$ cat config.mk
export PLATFORM = sky130hd
export DESIGN_NAME = uart_tx_bridge
export DESIGN_NICKNAME = d
export VERILOG_FILES = /design/src/rtl/uart_tx_bridge_pkg.sv /design/src/rtl/uart_tx_bridge_fifo.sv /design/src/rtl/uart_tx_bridge.sv
export SDC_FILE = /design/constraint.sdc
export NUM_CORES = 1
export LEC_CHECK = 0
export CAP_MARGIN = 20
export CORE_MARGIN = 4
export CORE_UTILIZATION = 30
export DETAILED_ROUTE_END_ITERATION = 6
export PLACE_DENSITY = 0.47
export SLEW_MARGIN = 25
export SYNTH_ARGS = -nofsm -noshare
export SYNTH_HDL_FRONTEND = slang
export SYNTH_SLANG_ARGS = --single-unit
$ cat constraint.sdc
create_clock -name clk -period 4.2 [get_ports clk]
set_input_delay 0.42 -clock clk [delete_from_list [all_inputs] [get_ports clk]]
set_output_delay 0.42 -clock clk [all_outputs]
set_load 0.005 [all_outputs]
$ cat src/rtl/uart_tx_bridge_pkg.sv
// Shared definitions for the UART transmit bridge: register offsets,
// STATUS bit positions, transmitter state encoding and a STATUS packer.
package uart_tx_bridge_pkg;

  // Register word offsets (addr = CPU address bits [3:2])
  localparam logic [1:0] ADDR_TXDATA  = 2'd0;
  localparam logic [1:0] ADDR_STATUS  = 2'd1;
  localparam logic [1:0] ADDR_DIVISOR = 2'd2;
  localparam logic [1:0] ADDR_RSVD    = 2'd3;

  // STATUS bit positions
  localparam int STAT_FULL   = 0;
  localparam int STAT_EMPTY  = 1;
  localparam int STAT_BUSY   = 2;
  localparam int STAT_IRQ_EN = 3;
  localparam int STAT_OVF    = 4;

  // Serial frame shape: start + 8 data + stop
  localparam int DATA_BITS = 8;

  // Transmitter state encoding
  typedef enum logic [1:0] {
    ST_IDLE  = 2'd0,
    ST_START = 2'd1,
    ST_DATA  = 2'd2,
    ST_STOP  = 2'd3
  } tx_state_e;

  // STATUS fields, packed so that full lands on bit 0 and overflow on bit 4
  typedef struct packed {
    logic ovf;
    logic irq_en;
    logic busy;
    logic empty;
    logic full;
  } status_t;

  // Zero-extend the STATUS fields to a bus word
  function automatic logic [31:0] pack_status(input status_t s);
    return {27'd0, s};
  endfunction

endpackage

$ cat src/rtl/uart_tx_bridge_fifo.sv
// Transmit byte FIFO. Power-of-two depth, pointers carry one extra wrap
// bit to tell full from empty. The head entry is presented on dout without
// a read cycle so the transmitter can load it on the same edge it pops.
// A simultaneous push and pop is accepted even when full: the head is read
// before the freed slot is overwritten.
module uart_tx_fifo #(
  parameter int DEPTH = 8,
  parameter int WIDTH = 8
) (
  input  logic             clk,
  input  logic             reset,
  input  logic             push,
  input  logic [WIDTH-1:0] din,
  input  logic             pop,
  output logic [WIDTH-1:0] dout,
  output logic             full,
  output logic             empty
);

  localparam int AW = $clog2(DEPTH);

  logic [WIDTH-1:0] r_mem [DEPTH];
  logic [AW:0]      r_wr_ptr;
  logic [AW:0]      r_rd_ptr;
  logic             w_rd_en;
  logic             w_wr_en;

  assign empty   = (r_wr_ptr == r_rd_ptr);
  assign full    = (r_wr_ptr[AW] != r_rd_ptr[AW]) &&
                   (r_wr_ptr[AW-1:0] == r_rd_ptr[AW-1:0]);
  assign w_rd_en = pop & ~empty;
  assign w_wr_en = push & (~full | w_rd_en);
  assign dout    = r_mem[r_rd_ptr[AW-1:0]];

  // Storage array: written on an accepted push, no reset needed
  always_ff @(posedge clk) begin
    if (w_wr_en) begin
      r_mem[r_wr_ptr[AW-1:0]] <= din;
    end
  end

  // Pointer update; reset flushes the queue
  always_ff @(posedge clk) begin
    if (reset) begin
      r_wr_ptr <= '0;
      r_rd_ptr <= '0;
    end else begin
      if (w_wr_en) begin
        r_wr_ptr <= r_wr_ptr + 1'b1;
      end
      if (w_rd_en) begin
        r_rd_ptr <= r_rd_ptr + 1'b1;
      end
    end
  end

endmodule

$ cat src/rtl/uart_tx_bridge.sv
// UART transmit bridge: CPU register interface (TXDATA/STATUS/DIVISOR),
// a byte FIFO and an 8N1 serialiser with a programmable bit period.
module uart_tx_bridge
  import uart_tx_bridge_pkg::*;
#(
  parameter int unsigned DIV_RESET  = 2604,
  parameter int          FIFO_DEPTH = 8
) (
  input  logic        clk,
  input  logic        reset,
  input  logic [1:0]  addr,
  input  logic        we,
  input  logic        re,
  input  logic [31:0] wdata,
  output logic [31:0] rdata,
  output logic        txd,
  output logic        irq
);

  localparam logic [15:0] DIV_RESET_W = DIV_RESET[15:0];

  // Transmitter state
  tx_state_e   r_state;
  logic [2:0]  r_bit_cnt;
  logic [15:0] r_baud_cnt;
  logic [15:0] r_div_lat;
  logic [7:0]  r_shift;
  logic        r_txd;

  // Register file state
  logic [15:0] r_divisor;
  logic        r_irq_en;
  logic        r_ovf;
  logic        r_irq;

  // FIFO interface
  logic        w_push;
  logic        w_pop;
  logic [7:0]  w_fifo_dout;
  logic        w_fifo_full;
  logic        w_fifo_empty;

  // Derived control
  logic        w_baud_done;
  logic        w_load_frame;
  logic        w_busy;
  logic        w_drop;
  status_t     w_status;
  logic        w_unused;

  // Only the low half-word of the bus carries meaningful data
  assign w_unused = ^wdata[31:16];

  assign w_push      = we && (addr == ADDR_TXDATA);
  assign w_baud_done = (r_baud_cnt == (r_div_lat - 16'd1));

  // A new frame is loaded either from idle, or seamlessly at the very last
  // stop-bit cycle so consecutive frames have no gap between them.
  assign w_load_frame = (r_state == ST_IDLE) ||
                        ((r_state == ST_STOP) && w_baud_done);
  assign w_pop        = w_load_frame && !w_fifo_empty;

  assign w_busy = (r_state != ST_IDLE) || !w_fifo_empty;

  // A byte is lost only when the FIFO is full and nothing leaves this cycle
  assign w_drop = w_push && w_fifo_full && !w_pop;

  uart_tx_fifo #(
    .DEPTH (FIFO_DEPTH),
    .WIDTH (8)
  ) u_fifo (
    .clk   (clk),
    .reset (reset),
    .push  (w_push),
    .din   (wdata[7:0]),
    .pop   (w_pop),
    .dout  (w_fifo_dout),
    .full  (w_fifo_full),
    .empty (w_fifo_empty)
  );

  // Serialiser FSM: start bit, 8 data bits LSB first, stop bit; each bit
  // held for r_div_lat cycles. The divisor is sampled only at frame load.
  always_ff @(posedge clk) begin
    if (reset) begin
      r_state    <= ST_IDLE;
      r_bit_cnt  <= 3'd0;
      r_baud_cnt <= 16'd0;
      r_div_lat  <= DIV_RESET_W;
      r_shift    <= 8'd0;
      r_txd      <= 1'b1;
    end else begin
      case (r_state)
        ST_IDLE: begin
          if (w_pop) begin
            r_state    <= ST_START;
            r_shift    <= w_fifo_dout;
            r_div_lat  <= r_divisor;
            r_baud_cnt <= 16'd0;
            r_bit_cnt  <= 3'd0;
            r_txd      <= 1'b0;
          end
        end

        ST_START: begin
          if (w_baud_done) begin
            r_state    <= ST_DATA;
            r_baud_cnt <= 16'd0;
            r_bit_cnt  <= 3'd0;
            r_txd      <= r_shift[0];
            r_shift    <= r_shift >> 1;
          end else begin
            r_baud_cnt <= r_baud_cnt + 16'd1;
          end
        end

        ST_DATA: begin
          if (w_baud_done) begin
            r_baud_cnt <= 16'd0;
            if (r_bit_cnt == 3'(DATA_BITS - 1)) begin
              r_state <= ST_STOP;
              r_txd   <= 1'b1;
            end else begin
              r_bit_cnt <= r_bit_cnt + 3'd1;
              r_txd     <= r_shift[0];
              r_shift   <= r_shift >> 1;
            end
          end else begin
            r_baud_cnt <= r_baud_cnt + 16'd1;
          end
        end

        ST_STOP: begin
          if (w_baud_done) begin
            r_baud_cnt <= 16'd0;
            r_bit_cnt  <= 3'd0;
            if (w_pop) begin
              r_state   <= ST_START;
              r_shift   <= w_fifo_dout;
              r_div_lat <= r_divisor;
              r_txd     <= 1'b0;
            end else begin
              r_state <= ST_IDLE;
              r_txd   <= 1'b1;
            end
          end else begin
            r_baud_cnt <= r_baud_cnt + 16'd1;
          end
        end

        default: begin
          r_state <= ST_IDLE;
          r_txd   <= 1'b1;
        end
      endcase
    end
  end

  // Writable registers and the sticky overflow flag; a fresh overflow
  // beats a clearing STATUS read in the same cycle.
  always_ff @(posedge clk) begin
    if (reset) begin
      r_divisor <= DIV_RESET_W;
      r_irq_en  <= 1'b0;
      r_ovf     <= 1'b0;
    end else begin
      if (we && (addr == ADDR_DIVISOR) && (wdata[15:0] != 16'd0)) begin
        r_divisor <= wdata[15:0];
      end
      if (we && (addr == ADDR_STATUS)) begin
        r_irq_en <= wdata[STAT_IRQ_EN];
      end
      if (w_drop) begin
        r_ovf <= 1'b1;
      end else if (re && (addr == ADDR_STATUS)) begin
        r_ovf <= 1'b0;
      end
    end
  end

  // Level interrupt: transmitter fully drained and interrupts enabled
  always_ff @(posedge clk) begin
    if (reset) begin
      r_irq <= 1'b0;
    end else begin
      r_irq <= r_irq_en && !w_busy;
    end
  end

  assign w_status.ovf    = r_ovf;
  assign w_status.irq_en = r_irq_en;
  assign w_status.busy   = w_busy;
  assign w_status.empty  = w_fifo_empty;
  assign w_status.full   = w_fifo_full;

  // Combinational read mux; TXDATA and the reserved slot read as zero
  always_comb begin
    rdata = 32'd0;
    case (addr)
      ADDR_STATUS:  rdata = pack_status(w_status);
      ADDR_DIVISOR: rdata = {16'd0, r_divisor};
      default:      rdata = 32'd0;
    endcase
  end

  assign txd = r_txd;
  assign irq = r_irq;

endmodule

# Word-level counts from Yosys, hierarchy flattened
# Memory sizes are Yosys's and may differ from the RTL's. A register that Yosys moved wholly into a read port is not among the register bits.
# Cells that the tools add are included.
[totals]
register_bits = 73
ram_bits = 64
memories = 1
in_bits = 38
output_inout_bits = 34
word_cells = 107
[op_classes]
n_addsub = 5
n_reduce_logical = 29
bitwise = 5
eq_ne = 17
n_mux = 38
[memory_table]
columns = ["name", "words", "width", "read_ports", "rd_clocked_by_memory_dff", "write_ports", "line_no", "text"]
rows = [
  ["u_fifo.r_mem", 8, 8, 1, 1, 1, "uart_tx_bridge_fifo.sv:22", "logic [WIDTH-1:0] r_mem [DEPTH];"],
]
[op_table]
columns = ["op", "count"]
rows = [
  ["case mux 16 bit (2 select lines)", 3],
  ["two-way mux 16 bit", 4],
  ["two-way mux 8 bit", 5],
  ["case mux 8 bit (4 select lines)", 1],
  ["two-way mux 3 bit", 6],
  ["adder 16 x 1 -> 16 bit (second input constant)", 1],
  ["== test 16 bit", 1],
  ["nonzero test 16 bit", 1],
  ["subtractor 16 x 1 -> 16 bit (second input constant)", 1],
  ["AND reduction 4 bit", 3],
  ["logical AND 1 bit", 11],
  ["two-way mux 1 bit", 11],
  ["two-way mux 2 bit", 5],
  ["inequality test 2 bit (second input constant)", 5],
  ["case mux 3 bit (3 select lines)", 1],
  ["adder 4 x 1 -> 4 bit (second input constant)", 2],
  ["case mux 2 bit (4 select lines)", 1],
  ["== test 2 bit (second input constant)", 3],
  ["nonzero test 2 bit", 3],
  ["AND reduction 5 bit", 1],
  ["== test 2 x 1 -> 1 bit (second input constant)", 2],
  ["== test 4 bit", 1],
  ["logical NOT 2 bit", 2],
  ["inequality test 2 x 1 -> 1 bit (second input constant)", 2],
  ["other kinds (13)", 18],
]

# Logic depth before layout (Yosys ltp)
# Gate-level depths: netlist of the first run.
[logic_depth]
word_depth = 10
ltp_mapped = 10
ltp_nobuf = 9

# By module
# From an unflattened synthesis of the first run, not the netlist that was laid out.
[unflattened]
cells_unflattened = 625
hier_area_um2 = 6914.1
[modules_own_cells]
columns = ["module", "cells_each", "area_per_inst_um2", "n_inst", "seq_area_each_um2"]
rows = [
  ["uart_tx_bridge", 461, 3897.5, 1, 1301.2],
  ["uart_tx_fifo", 164, 3016.6, 1, 2142.1],
]

# Least setup slack after synthesis of the first run
# No wires, ideal clock.
[synth_path]
path_type = "reg-to-reg"
from = "register r_div_lat[0]"
to = "register u_fifo.r_wr_ptr[3]"
t_required_ps = 4079
synth_period_minus_slack_ps = 3105
slack_ps = 1095
setup_time_ps = 121
t_arrival_ps = 2984
n_path_buf = 0
stages_incl_launch_ff = 10
cell_sequence = "dfxtp_1 -> inv_1 -> ha_1 -> nor3b_2 -> nand3_1 -> or3_1 -> a2111oi_4 -> a41oi_2 -> a21oi_1 -> mux2_2"
[synth_via]
elab_chain_cells = 8
[synth_rtl]
columns = ["item", "line_no", "text"]
rows = [
  ["start: declaration", "uart_tx_bridge.sv:26", "logic [15:0] r_div_lat;"],
  ["start signal: assignment", "uart_tx_bridge.sv:98", "r_div_lat <= r_divisor;"],
  ["start signal: assignment", "uart_tx_bridge.sv:140", "r_div_lat <= r_divisor;"],
  ["subtractor 16 x 1 -> 16 bit", "uart_tx_bridge.sv:55", "assign w_baud_done = (r_baud_cnt == (r_div_lat - 16'd1));"],
  ["== test 16 bit", "uart_tx_bridge.sv:55", ""],
  ["logical AND 1 bit", "uart_tx_bridge.sv:60", "((r_state == ST_STOP) && w_baud_done);"],
  ["logical OR 1 bit", "uart_tx_bridge.sv:59", "assign w_load_frame = (r_state == ST_IDLE) ||"],
  ["logical AND 1 bit", "uart_tx_bridge.sv:61", "assign w_pop = w_load_frame && !w_fifo_empty;"],
  ["bitwise AND 1 bit", "uart_tx_bridge_fifo.sv:31", "assign w_rd_en = pop & ~empty;"],
  ["OR 1 bit", "uart_tx_bridge_fifo.sv:32", "assign w_wr_en = push & (~full | w_rd_en);"],
  ["bitwise AND 1 bit", "uart_tx_bridge_fifo.sv:32", ""],
  ["end signal: assignment", "uart_tx_bridge_fifo.sv:49", "r_wr_ptr <= r_wr_ptr + 1'b1;"],
  ["end: declaration", "uart_tx_bridge_fifo.sv:23", "logic [AW:0] r_wr_ptr;"],
]
# Every way passes these cells.
# A chain may end at the register's enable or synchronous reset.

# Final worst setup path of the first run
[layout_path]
from = "register r_div_lat[0]"
to = "memory u_fifo.r_mem[6][4] (enable)"
[layout_via]
elab_chain_cells = 10
[layout_rtl]
columns = ["item", "line_no", "text"]
rows = [
  ["subtractor 16 x 1 -> 16 bit", "uart_tx_bridge.sv:55", ""],
  ["== test 16 bit", "uart_tx_bridge.sv:55", ""],
  ["logical AND 1 bit", "uart_tx_bridge.sv:60", ""],
  ["logical OR 1 bit", "uart_tx_bridge.sv:59", ""],
  ["logical AND 1 bit", "uart_tx_bridge.sv:61", ""],
  ["bitwise AND 1 bit", "uart_tx_bridge_fifo.sv:31", ""],
  ["OR 1 bit", "uart_tx_bridge_fifo.sv:32", ""],
  ["bitwise AND 1 bit", "uart_tx_bridge_fifo.sv:32", ""],
  ["two-way mux 1 bit", "uart_tx_bridge_fifo.sv:37", "if (w_wr_en) begin"],
  ["two-way mux 1 bit (implied by the code)", "uart_tx_bridge_fifo.sv:38", "r_mem[r_wr_ptr[AW-1:0]] <= din;"],
  ["end: declaration", "uart_tx_bridge_fifo.sv:22", ""],
]
# Every way passes these cells.

==> results of run 1 <==
[metal layers]
| metal | track usage [%] | up-vias | share of wire [%] |
|---|---|---|---|
| li1 | - | 2403 | - |
| met1 | 18.6 | 2363 | 50 |
| met2 | 19.2 | 116 | 44 |
| met3 | 2.81 | 11 | 4.6 |
| met4 | 3.72 | 0 | 0.93 |
| met5 | 0 | - | 0 |
[metrics by stage]
stage | cell area [sq um] | utilization (%)
after floorplan | 7110 | -
after global placement | 7690 | 33.6
after detailed placement | 7690 | 33.6
after CTS | 8290 | 36.2
after global routing | 8290 | 36.2
final | 8290 | 36.2
[worst min-delay path, cell delays in order, from the launching register on]
cell and delay (ps):
dfxtp_1 320, nand2_1 60, mux2i_1 60
[cells in the final DEF (no fill, tap or decap), types with 5 or more instances in the layout]
| master | n |
|---|---|
| a21oi_1 | 25 |
| a22oi_1 | 5 |
| a32oi_1 | 6 |
| and2_1 | 18 |
| and3_1 | 11 |
| buf_4 | 9 |
| clkbuf_16 | 17 |
| clkdlybuf4s50_1 | 38 |
| conb_1 | 16 |
| dfxtp_1 | 76 |
| edfxtp_1 | 64 |
| ha_1 | 14 |
| inv_1 | 17 |
| inv_8 | 5 |
| mux2_2 | 11 |
| mux2i_1 | 44 |
| mux4_2 | 16 |
| nand2_1 | 63 |
| nand3_1 | 12 |
| nand4_1 | 7 |
| nor2_1 | 53 |
| nor2b_1 | 21 |
| nor3_1 | 12 |
| nor4_1 | 11 |
| o211ai_1 | 5 |
| o21ai_0 | 15 |
| or3_1 | 6 |
| xnor2_1 | 14 |
| xor2_1 | 12 |
[flip-flops by register name (all words and copies together), names as in the netlist, named ones only]
| register | cells |
|---|---|
| r_shift | 8 |
| r_state | 2 |
| irq | 1 |
| r_ovf | 1 |
| r_irq_en | 1 |
| r_baud_cnt | 16 |
| r_bit_cnt | 3 |
| u_fifo.r_mem | 64 |
| r_divisor | 16 |
| u_fifo.r_wr_ptr | 4 |
| u_fifo.r_rd_ptr | 4 |
| txd | 1 |
| r_div_lat | 16 |
[cell type report]
cell class,count,area [sq um]
fillers,2236,14600
clock inverters,15,174
multi-input cells,455,3330
inverters,18,67.6
flip-flops and latches,140,3440
well taps,313,392
repair buffers,48,453
clock buffers,17,425
[kinds of logic after synthesis]
| group | count (synthesis) | share of synthesized area (%) |
|---|---|---|
| compound gates | 89 | 9.18 |
| buf+inv | 70 | 4.89 |
| simple gates | 239 | 18.3 |
| fa+ha+maj | 14 | 2.48 |
| flops | 140 | 48.8 |
| xor+xnor | 26 | 3.23 |
| other cells | 1 | 0.0531 |
| mux | 71 | 13.1 |
[worst paths after layout]
path                                           end  slack, ps
worst max-delay path            u_fifo.r_mem[6][4]        630
worst min-delay path                 r_div_lat[15]        490
worst max register to register  u_fifo.r_mem[6][4]        630
worst min register to register       r_div_lat[15]        490
[power by group]
group	internal [mW]	switching, mW
clock network	0.850	0.658
registers	1.50	0.0743
logic	0.380	0.519
total	2.73	1.25
==> impl_metrics.csv, run 1 <==
group,metric,value,unit
place,routabilityCongestion,0.801,
clock_network,cts_buffers,17,
setup_path,cp_max_fo,9,
floorplanning,die_y,161,microns
setup_path,critPathLaunchType,"flop",
global_routing,grt_max_degree,44,
synth,synth_edf_count,64,
setup_path,r2r_start,"r_div_lat[0]",
setup_path,critPathArrivalTime,3640,ps
timing,finalMaxSlewViolations,0,
setup_path,path_buf_inv,1,
synth,syn_area,0.00706,sq mm
place,dp_slack,520,ps
floorplanning,dieWidth,161,microns
setup_path,critPathLaunch,"r_div_lat[0]",
pwr,report.power.total,3.98,mW
worst_hold_path,hold_depth,2,
setup_path,crit_type,"flop to flop",
timing,fmax,0.280,GHz
routing,vias_per_cell,4.86,
clock_network,insertion_delay,430,ps
clock_network,clk_pin_slew,70,ps
place,dpl.hpwl,11400,microns
timing,fin_ws,630,ps
timing,period_share,85.0,%
place,port_buffers,39,
timing,fin_hold_ws,488,ps
clock_network,post_cts_resized,0,
synth,synth.distinct_cells,66,
setup_path,crit_slowest_cell,"and4b_1",
routing,wirelength,16400,microns
timing,rsz0062_at_grt,"false",
timing,hold_viol,0,
status,outcome,"completed",
routing,drc,0,
global_routing,grt.total_usage,12.8,%
routing,dr.pass1.iters,4,
synth,synth_ff_type,"dfxtp_1",
synth,avgSynthCellArea,10.9,sq um
routing,drt_iter0_drc,343,
clock_network,clkSinkCount,140,
synth,synth.yosys.seq_area_share,48.8,%
clock_network,postCtsSetupBuffers,0,
setup_path,worstSetupEndpointType,"flop",
worst_hold_path,hp-class,"flop to flop",
floorplanning,rows,55,
flow_run,max_cap_viol_count,0,
routing,dr_total_vias,4893,
timing,tightest_slew,849,ps
final_layout,nets,732,
synth,synth-seq-cells,140,
clock_network,cts_buffer_depth,2,
floorplanning,pin_count,72,
clock_network,ctsHoldBuffers,0,
setup_path,cp.required,4270,ps
synth,synth.area.top_cells,"edfxtp_1, dfxtp_1, mux2i_1",
synth,yosys.cell_count.top_type,"dfxtp_1",
setup_path,cp.depth,9,
setup_path,max_stage_delay,540,ps
synth,async_flop_share,0,%
floorplanning,die_area,0.0260,sq mm
clock_network,cts_tree,"yes",
setup_path,path_delay_family,"simple AND/OR/NAND/NOR gates",
final_layout,drive_above_1_share,12.8,%
setup_path,crit_path_cell_trace,"inv_1 > ha_1 > nor3b_2 > nand3_1 > or3_1 > a2111oi_4 > a41oi_2 > a21boi_2 > and4b_1",
place,dpl.cell_count,974,
worst_hold_path,hp-start,"r_divisor[15]",
clock_network,clockRootBuffer,"clkbuf_16",
synth,synth_commonest_cells,"dfxtp_1, edfxtp_1, nand2_1",
routing,wire_per_inst,16.3,microns
pwr,p_per_area,480,mW/mm^2
timing,fin_crit,3570,ps
global_routing,grt-ovfl-total,0,
pwr,leakagePower,2.85,nW
pwr,max-vdd-ir-drop,0.324,mV
global_routing,antenna_found_initial,0,
synth,ys_warn_count,0,
floorplanning,initial_core_util,30.8,%
timing,max-slew-margin-rel,43.2,%
routing,ant_nets,0,
synth,yosysTopAreaCell,"edfxtp_1",
final_layout,antenna-diode-count,0,
global_routing,grt_pass1_wl,26300,microns
timing,setup_violations,0,
timing,skew,14.6,ps
synth,synthCells,650,
global_routing,grt_pass1_vias,4660,
final_layout,area_growth,17.4,%
synth,synth.top_cell.area_share,27.2,%
timing,final.setup.tns,0,ps
floorplanning,fp.coreArea,0.0229,sq mm
setup_path,reg2regPathDepth,9,
final_layout,layout.cells.non_filler,1006,
clock_network,cts.htree.levels,4,
Note: power is estimated with default switching activity, not from simulation.
==> run 2, diff against run 1 <==
PLACE_DENSITY = 0.48   (was 0.47)
clock period = 2.9 ns   (was 4.2 ns; I/O delays follow)
==> impl_metrics.csv, run 2 (synthesized netlist as in run 1, its figures left out) <==
group,metric,value,unit
clock_network,cts_buffer_depth,2,
clock_network,clk_pin_slew,70,ps
timing,setup_violations,0,
global_routing,grt_pass1_wl,27600,microns
place,dp_slack,-195,ps
floorplanning,pin_count,72,
final_layout,fin_util,38.4,%
final_layout,antenna-diode-count,0,
routing,vias_per_cell,4.86,
global_routing,antenna_found_initial,0,
timing,fin_crit,2860,ps
floorplanning,dieWidth,161,microns
setup_path,critPathArrivalTime,2980,ps
timing,tightest_slew,809,ps
final_layout,largest_reg_flops,64,
place,placed_area,0.00796,sq mm
place,port_buffers,39,
timing,finalMaxSlewViolations,0,
final_layout,final_cell_mix,"dfxtp_1, edfxtp_1, nand2_1, nor2_1, buf_4",
clock_network,clockRootBuffer,"clkbuf_16",
final_layout,design_area,0.00879,sq mm
routing,drt_iter0_drc,364,
global_routing,grtUsageMet1,18.2,%
final_layout,nets,772,
status,outcome,"completed",
pwr,leakagePower,3.10,nW
flow_run,max_cap_viol_count,0,
setup_path,crit_type,"flop to flop",
routing,wirelength,16900,microns
pwr,max-vdd-ir-drop,0.424,mV
final_layout,seq_area,0.00346,sq mm
global_routing,grt_pass1_vias,5113,
final_layout,multi_input_area,0.00352,sq mm
timing,hold_viol,0,
global_routing,grt_max_degree,67,
pwr,p_per_area,662,mW/mm^2
routing,wire_per_inst,16.2,microns
worst_hold_path,hp-class,"input pin to flop",
clock_network,cts_tree,"yes",
clock_network,insertion_delay,420,ps
routing,ant_nets,0,
timing,skew,8.09,ps
floorplanning,rows,55,
clock_network,cts_buffers,17,
setup_path,critPathLaunchType,"flop",
clock_network,clkSinkCount,140,
floorplanning,die_area,0.0260,sq mm
setup_path,cp_max_fo,8,
timing,period_share,98.7,%
timing,max-slew-margin-rel,45.9,%
final_layout,fillers,2207,
global_routing,busiest_layer,"met2",
timing,fmax,0.349,GHz
routing,drc,0,
global_routing,grt-ovfl-total,0,
floorplanning,die_y,161,microns
setup_path,r2r_slack,40,ps
final_layout,drive_above_1_share,21.4,%
floorplanning,initial_core_util,30.8,%
timing,rsz0062_at_grt,"true",
setup_path,cp.required,3020,ps
routing,dr_total_vias,5083,
routing,dr.pass1.iters,5,
pwr,report.power.total,5.82,mW
global_routing,grt.total_usage,13.3,%
clock_network,cts.htree.levels,4,
global_routing,global_route.usage.met2,21.0,%
floorplanning,fp.coreArea,0.0229,sq mm
timing,fin_ws,38.5,ps
global_routing,use_met3,2.83,%
final_layout,area_growth,24.6,%
final_layout,layout_commonest_cell,"dfxtp_1",
place,routabilityCongestion,0.808,
setup_path,worstSetupEndpointType,"flop",
place,dpl.hpwl,11800,microns
-- run 2: cell count changes in the layout (fill, tap and decap cells not counted), sizes merged --
cell and delta:
buf +40
-- run 2: worst max-delay path, cell delays in order (launching register included) --
cell and delay, ps:
dfxtp_4 360, buf_4 170, xnor2_4 160, a211o_1 270, a311o_1 380, nor4_4 330, a41oi_2 220, a21boi_4 280
and4b_4 380
-- run 2: cell type report --
type | count | area share, %
clock buffer | 17 | 4.84
timing repair buffer | 88 | 8.75
clock inverter | 15 | 1.74
sequential | 140 | 39.3
tap | 313 | 4.45
multi-input combinational | 455 | 40.1
inverter | 18 | 0.797
-- run 2: metrics by stage --
| stage | cells | hold WS, ps | TNS [ps] |
|---|---|---|---|
| after global routing | 1046 | 423 | -2470 |
| final | 1046 | 376 | 0 |
| after CTS | 1043 | 377 | -850 |
| after detailed placement | 1004 | 478 | -9750 |
| after floorplan | 665 | 389 | 0 |
| after global placement | 1004 | 453 | -4560 |
-- run 2: path summary, 6_finish.rpt --
kind,from,to,cells after the start
hold reg to reg,r_divisor[10],r_div_lat[10],2
setup reg to reg,r_div_lat[8],u_fifo.r_mem[5][4],8
hold / removal,reset,r_baud_cnt[8],4
setup / recovery,r_div_lat[8],u_fifo.r_mem[5][4],8
-- run 2: power breakdown --
part           switching [mW]  internal [mW]
Clock                   0.923           1.21
Sequential              0.109           2.17
Combinational           0.792          0.616
Total                    1.82           4.00
-- run 2: layer usage --
metal	routed length, microns	share of wire [%]
met3	644	3.8
met2	7690	46
met5	0	0
met4	341	2.0
met1	8220	49
-- run 2: what timing repair did --
action,CTS,global route
resized for setup,16,22
hold buffers,0,0
endpoints found under the hold margin,0,0
endpoints found under the setup margin,82,83
pin swaps,7,15
setup buffers,7,4
